## config.mk

```make
export PLATFORM = sky130hd
export DESIGN_NAME = cpu6502_int_ctrl
export DESIGN_NICKNAME = d
export VERILOG_FILES = /design/src/rtl/cpu6502_int_ctrl_pkg.sv /design/src/rtl/cpu6502_int_ctrl_sync_ff.sv /design/src/rtl/cpu6502_int_ctrl.sv
export SDC_FILE = /design/constraint.sdc
export NUM_CORES = 1
export LEC_CHECK = 0
export CAP_MARGIN = 20
export CORE_MARGIN = 2
export CORE_UTILIZATION = 42
export DETAILED_ROUTE_END_ITERATION = 7
export PLACE_DENSITY = 0.77
export SLEW_MARGIN = 15
export SYNTH_ARGS = -nofsm -noshare
export SYNTH_HDL_FRONTEND = slang
export SYNTH_SLANG_ARGS = --single-unit
```

## constraint.sdc

```tcl
create_clock -name clk -period 1.7 [get_ports clk]
set_input_delay 0.17 -clock clk [delete_from_list [all_inputs] [get_ports clk]]
set_output_delay 0.17 -clock clk [all_outputs]
set_load 0.005 [all_outputs]
```

## src/rtl/cpu6502_int_ctrl_pkg.sv

```systemverilog
// Shared encodings for the 6502 interrupt controller: FSM states, cause codes
// and the vector low-byte constants driven onto the ADL vector mux.
package cpu6502_int_ctrl_pkg;

    typedef enum logic [1:0] {
        ST_RST  = 2'd0,
        ST_IDLE = 2'd1,
        ST_SVC  = 2'd2
    } int_state_e;

    typedef enum logic [1:0] {
        CAUSE_IRQ   = 2'd0,
        CAUSE_BRK   = 2'd1,
        CAUSE_NMI   = 2'd2,
        CAUSE_RESET = 2'd3
    } int_cause_e;

    localparam logic [7:0] VEC_NMI_LO   = 8'hFA;
    localparam logic [7:0] VEC_RESET_LO = 8'hFC;
    localparam logic [7:0] VEC_IRQ_LO   = 8'hFE;

endpackage

```

## src/rtl/cpu6502_int_ctrl_sync_ff.sv

```systemverilog
// Multi-flop synchronizer for one asynchronous level input; all flops clear
// on reset so the first post-reset edge is seen against a stored 0.
module sync_ff #(
    parameter int STAGES = 2
) (
    input  logic clk,
    input  logic reset,
    input  logic d_i,
    output logic q_o
);

    logic [STAGES-1:0] sync_q;

    always_ff @(posedge clk or posedge reset) begin
        if (reset) begin
            sync_q <= '0;
        end else begin
            sync_q <= {sync_q[STAGES-2:0], d_i};
        end
    end

    assign q_o = sync_q[STAGES-1];

endmodule

```

## src/rtl/cpu6502_int_ctrl.sv

```systemverilog
// 6502 interrupt/reset sequencing: NMI edge latch, IRQ masking, BRK/IRQ/NMI
// arbitration with NMI hijack, and vector/B-bit selection for the core.
//
// state | meaning
// RST   | reset sequence running, waiting for the reset vector fetch
// IDLE  | normal execution, watching for interrupts at instruction boundaries
// SVC   | BRK/IRQ/NMI sequence running, waiting for the vector fetch
module cpu6502_int_ctrl
    import cpu6502_int_ctrl_pkg::*;
#(
    parameter int SYNC_STAGES = 2  // legal 2..3
) (
    input  logic       clk,
    input  logic       reset,
    input  logic       nmi,
    input  logic       irq,
    input  logic       sync,
    input  logic       i_flag,
    input  logic       brk_start,
    input  logic       vec_fetch,
    output logic       int_take,
    output logic [7:0] vector_lo,
    output logic       push_b,
    output logic       in_service,
    output logic       reset_f,
    output logic [1:0] cause
);

    logic       nmi_s;
    logic       irq_s;
    logic       nmi_prev_q;
    logic       nmi_edge;
    logic       nmi_pend_q;
    logic       nmi_pend_d;
    logic       nmi_clr;
    logic       irq_act;
    logic       hijack;
    logic       push_b_q;
    int_state_e state_q;
    int_cause_e cause_q;

    sync_ff #(.STAGES(SYNC_STAGES)) u_sync_nmi (
        .clk   (clk),
        .reset (reset),
        .d_i   (nmi),
        .q_o   (nmi_s)
    );

    sync_ff #(.STAGES(SYNC_STAGES)) u_sync_irq (
        .clk   (clk),
        .reset (reset),
        .d_i   (irq),
        .q_o   (irq_s)
    );

    assign nmi_edge = nmi_s & ~nmi_prev_q;
    assign irq_act  = irq_s & ~i_flag;
    assign int_take = (state_q == ST_IDLE) & sync & (nmi_pend_q | irq_act);

    // A fresh edge in the vector-fetch cycle re-arms the latch (set beats clear).
    assign nmi_clr    = (state_q == ST_SVC) & vec_fetch & (cause_q == CAUSE_NMI);
    assign nmi_pend_d = nmi_edge | (nmi_pend_q & ~nmi_clr);

    assign hijack = ((cause_q == CAUSE_IRQ) | (cause_q == CAUSE_BRK)) &
                    (nmi_edge | nmi_pend_q);

    always_ff @(posedge clk or posedge reset) begin
        if (reset) begin
            state_q    <= ST_RST;
            cause_q    <= CAUSE_RESET;
            push_b_q   <= 1'b0;
            nmi_pend_q <= 1'b0;
            nmi_prev_q <= 1'b0;
        end else begin
            nmi_prev_q <= nmi_s;
            nmi_pend_q <= nmi_pend_d;
            case (state_q)
                ST_RST: begin
                    if (vec_fetch) begin
                        state_q <= ST_IDLE;
                    end
                end
                ST_IDLE: begin
                    if (int_take) begin
                        state_q  <= ST_SVC;
                        cause_q  <= nmi_pend_q ? CAUSE_NMI : CAUSE_IRQ;
                        push_b_q <= 1'b0;
                    end else if (brk_start) begin
                        state_q  <= ST_SVC;
                        cause_q  <= CAUSE_BRK;
                        push_b_q <= 1'b1;
                    end
                end
                ST_SVC: begin
                    if (vec_fetch) begin
                        state_q <= ST_IDLE;
                    end else if (hijack) begin
                        cause_q <= CAUSE_NMI;
                    end
                end
                default: begin
                    state_q <= ST_RST;
                end
            endcase
        end
    end

    always_comb begin
        vector_lo  = VEC_RESET_LO;
        push_b     = 1'b0;
        in_service = 1'b1;
        reset_f    = 1'b0;
        case (state_q)
            ST_RST: begin
                reset_f = 1'b1;
            end
            ST_IDLE: begin
                vector_lo  = VEC_IRQ_LO;
                push_b     = 1'b1;
                in_service = 1'b0;
            end
            ST_SVC: begin
                vector_lo = (cause_q == CAUSE_NMI) ? VEC_NMI_LO : VEC_IRQ_LO;
                push_b    = push_b_q;
            end
            default: begin
                reset_f = 1'b1;
            end
        endcase
    end

    assign cause = cause_q;

endmodule
```

==> flow_metrics.env <==
export IMPL_vias=490
export IMPL_gp_congestion=0.7270
export IMPL_first_pass_iters=4
export IMPL_fin_cells=101
export IMPL_critPathCaptureType="output port"
export IMPL_yosys_area_top_type="dfrtp_1"
export IMPL_antenna_found_initial=0
export IMPL_critPathLaunchType="flop"
export IMPL_syn_area_um2=608.1
export IMPL_dieArea_um2=1768
export IMPL_postRouteWirelength_um=1212
export IMPL_synth_top_family_by_area="simple AND/OR/NAND/NOR gates"
export IMPL_ios=22
export IMPL_cp_required_ns=1.53
export IMPL_grt_pass1_wl_um=2104
export IMPL_p_per_area_nw_per_um2=1614
export IMPL_clock_sinks=11
export IMPL_vias_per_cell=4.851
export IMPL_grt_overflow=0
export IMPL_nFillCells=117
export IMPL_synthCells=63
export IMPL_diodes=0
export IMPL_period_share_pct=96.06
export IMPL_cp_slowest_cell="dfrtp_1"
export IMPL_path_delay_family="buffers and inverters"
export IMPL_drtAntennaViolNets=0
export IMPL_cts_tree="yes"
export IMPL_finalHoldViolations=0
export IMPL_rsz0062_at_grt="false"
export IMPL_timing_fmax_mhz=612.4
export IMPL_fp_dieW_um=42.05
export IMPL_core_um2=1334
export IMPL_cts_buffer_depth=2
export IMPL_drc_errors=0
export IMPL_routedWlPerCell_um=12.00
export IMPL_netlist_area_leader_share_pct=37.04
export IMPL_grt_pass1_vias=492
export IMPL_synthAdderAreaFrac_pct=8.230
export IMPL_crit_chain="inv_2 > buf_4 > ha_4 > a21oi_1 > nor2_1 > dlygate4sd2_1"
export IMPL_design_area_um2=857.1
export IMPL_io_buffers=15
export IMPL_status="finished clean"
export IMPL_worstPathArrival_ns=1.46
export IMPL_placed_area_um2=769.5
export IMPL_dp_hpwl_um=868.4
export IMPL_num_rows=13
export IMPL_ys_ff_latch=11
export IMPL_slowest_delay_ns=0.37
export IMPL_max_cap_violations=0
export IMPL_drv_slew=0
export IMPL_total_power_w=0.001383
export IMPL_start_util_pct=45.59
export IMPL_synth_avg_cell_area_um2=9.652
export IMPL_clock_latency_ns=0.27
export IMPL_hold_path_class="in2async"
export IMPL_leakagePower_nw=0.3988
export IMPL_critical_path_max_fanout=5
export IMPL_clk_pin_slew_ns=0.08
export IMPL_vdd_drop_max_mv=0.9097
export IMPL_synthTopCellsByArea="dfrtp_1 37%, dfstp_2 8.6%, ha_1 8.2%, buf_4 7.4%, nor2_1 4.3%"
export IMPL_synth_compound_area_share_pct=11.11
export IMPL_synth_xor_area_share_pct=0
export IMPL_cts_root_buffer="clkbuf_4"
export IMPL_fin_setup_tns_ns=0
export IMPL_drt_iter0_markers=11
export IMPL_min_period_ns=1.633
export IMPL_place_inst=94
export IMPL_ys_types=22
export IMPL_critPathKind="reg2out"
export IMPL_drive_gt1_share_pct=22.09
export IMPL_synthSimpleGateAreaFrac_pct=20.99
export IMPL_grt_use_total_pct=15.59
export IMPL_clock_skew_ns=0.01171
export IMPL_areaGrowthSynthToFinish_pct=40.95
export IMPL_grt_max_degree=12
export IMPL_ys_seq_area_share_pct=45.68
export IMPL_setup_viol_count_final=0
export IMPL_cts_max_level=1
export IMPL_die_y_um=42.05
export IMPL_numCtsBuffers=3
export IMPL_nets=99
export IMPL_yosysWarnings=0
export IMPL_crit_buf_inv=3
export IMPL_synth_mux_area_share_pct=1.646
==> through the flow <==
stage / util [%] / hold slack [ns] / setup slack (ns)
global route: 64.26 / 0.2458 / 0.0007543
finish: 64.26 / 0.1970 / 0.06700
floorplan: - / 0.02101 / 0.2152
CTS: 64.07 / 0.2232 / 0.06118
global placement: 57.69 / 0.3326 / 0.05203
detailed placement: 57.69 / 0.3405 / 0.03508
==> state kept, by name (all words and copies together), names as in the netlist <==
| signal | cells |
|---|---|
| cause | 2 |
| nmi_pend_q | 1 |
| nmi_prev_q | 1 |
| push_b_q | 1 |
| state_q | 2 |
| u_sync_irq.sync_q | 2 |
| u_sync_nmi.sync_q | 2 |
==> final timing paths <==
kind / from / to / slack (ns) / cells after the start
max: state_q[0]$_DFFE_PP0P_ / push_b / 0.07 / 6
max reg2reg: state_q[0]$_DFFE_PP0P_ / state_q[0]$_DFFE_PP0P_ / 0.14 / 5
min reg2reg: u_sync_irq.sync_q[0]$_DFF_PP0_ / u_sync_irq.sync_q[1]$_DFF_PP0_ / 0.34 / 0
min: reset / u_sync_irq.sync_q[1]$_DFF_PP0_ / 0.20 / 2
max in group asynchronous: reset / cause[0]$_DFFE_PP1P_ / 1.16 / 2
min in group clk: u_sync_irq.sync_q[0]$_DFF_PP0_ / u_sync_irq.sync_q[1]$_DFF_PP0_ / 0.34 / 0
==> Yosys cell counts <==
master,instances
a21oi_1,4
a31oi_1,1
a32o_1,1
and3b_1,1
buf_4,6
conb_1,2
dfrtp_1,9
dfstp_2,2
ha_1,4
inv_1,5
inv_2,1
mux2i_1,1
nand2_1,6
nand2b_1,3
nand3_1,1
nor2_1,7
nor2b_1,2
nor4b_4,1
o21a_1,1
o21ai_0,3
o311ai_0,1
or4b_1,1
==> cells by family after synthesis <==
group / Yosys count
simple gates: 22
mux: 1
buf+inv: 12
other cells: 2
compound gates: 11
flops: 11
fa+ha+maj: 4
==> layout make-up <==
class	count	area, um2	area share, %
Multi-Input combinational cell	44	317.8	37.08
Sequential cell	11	277.8	32.41
Timing Repair Buffer	21	191.4	22.34
Clock buffer	4	26.28	3.066
Inverter	6	25.02	2.920
Tap cell	15	18.77	2.190
==> layout by cell type (no fill, tap or decap) <==
cell type and n:
o311ai_1 1, nand2_1 6, conb_1 6, nand2b_1 3, o21a_1 1, a32o_1 1, nor4b_4 1, ha_1 1
nor2b_1 2, dfrtp_1 9, clkbuf_1 1, o21ai_0 3, nor2_1 6, and3b_1 1, dfstp_2 2, a31oi_1 1
inv_1 3, nand3_1 1, nor2_2 1, clkdlybuf4s50_1 9, dlymetal6s2s_1 1, a21oi_1 4, mux2i_1 1, buf_4 6
inv_4 1, or4b_1 1, clkbuf_4 3, inv_2 2, ha_4 3, dlygate4sd2_1 5
==> routing by layer <==
metal  track usage (%)  up-vias  part of all wire [%]
li1                  -      243                     -
met1             20.50      234                    50
met2             25.94       13                    47
met3             2.586        0                   3.4
met4             5.625        0                     0
met5                 0        -                     0
==> power by group <==
part	internal [W]	total [W]	switching (W)
clock network	0.0000907	0.000180	0.0000894
logic	0.000431	0.000794	0.000363
registers	0.000352	0.000409	0.0000577
total	0.000873	0.00138	0.000511
==> what timing repair did <==
item,4_1_cts,5_1_grt
gates resized for setup,14,2
endpoints found under the setup margin,6,2
setup buffers,3,0
hold buffers,0,0
==> worst reg2reg max path, stage by stage, from the launching register on <==
cell and delay [ns]:
dfrtp_1 0.40, buf_4 0.15, buf_4 0.13, ha_1 0.18, or4b_1 0.51, o311ai_1 0.08
No activity file was read; power rests on OpenSTA's default activity.
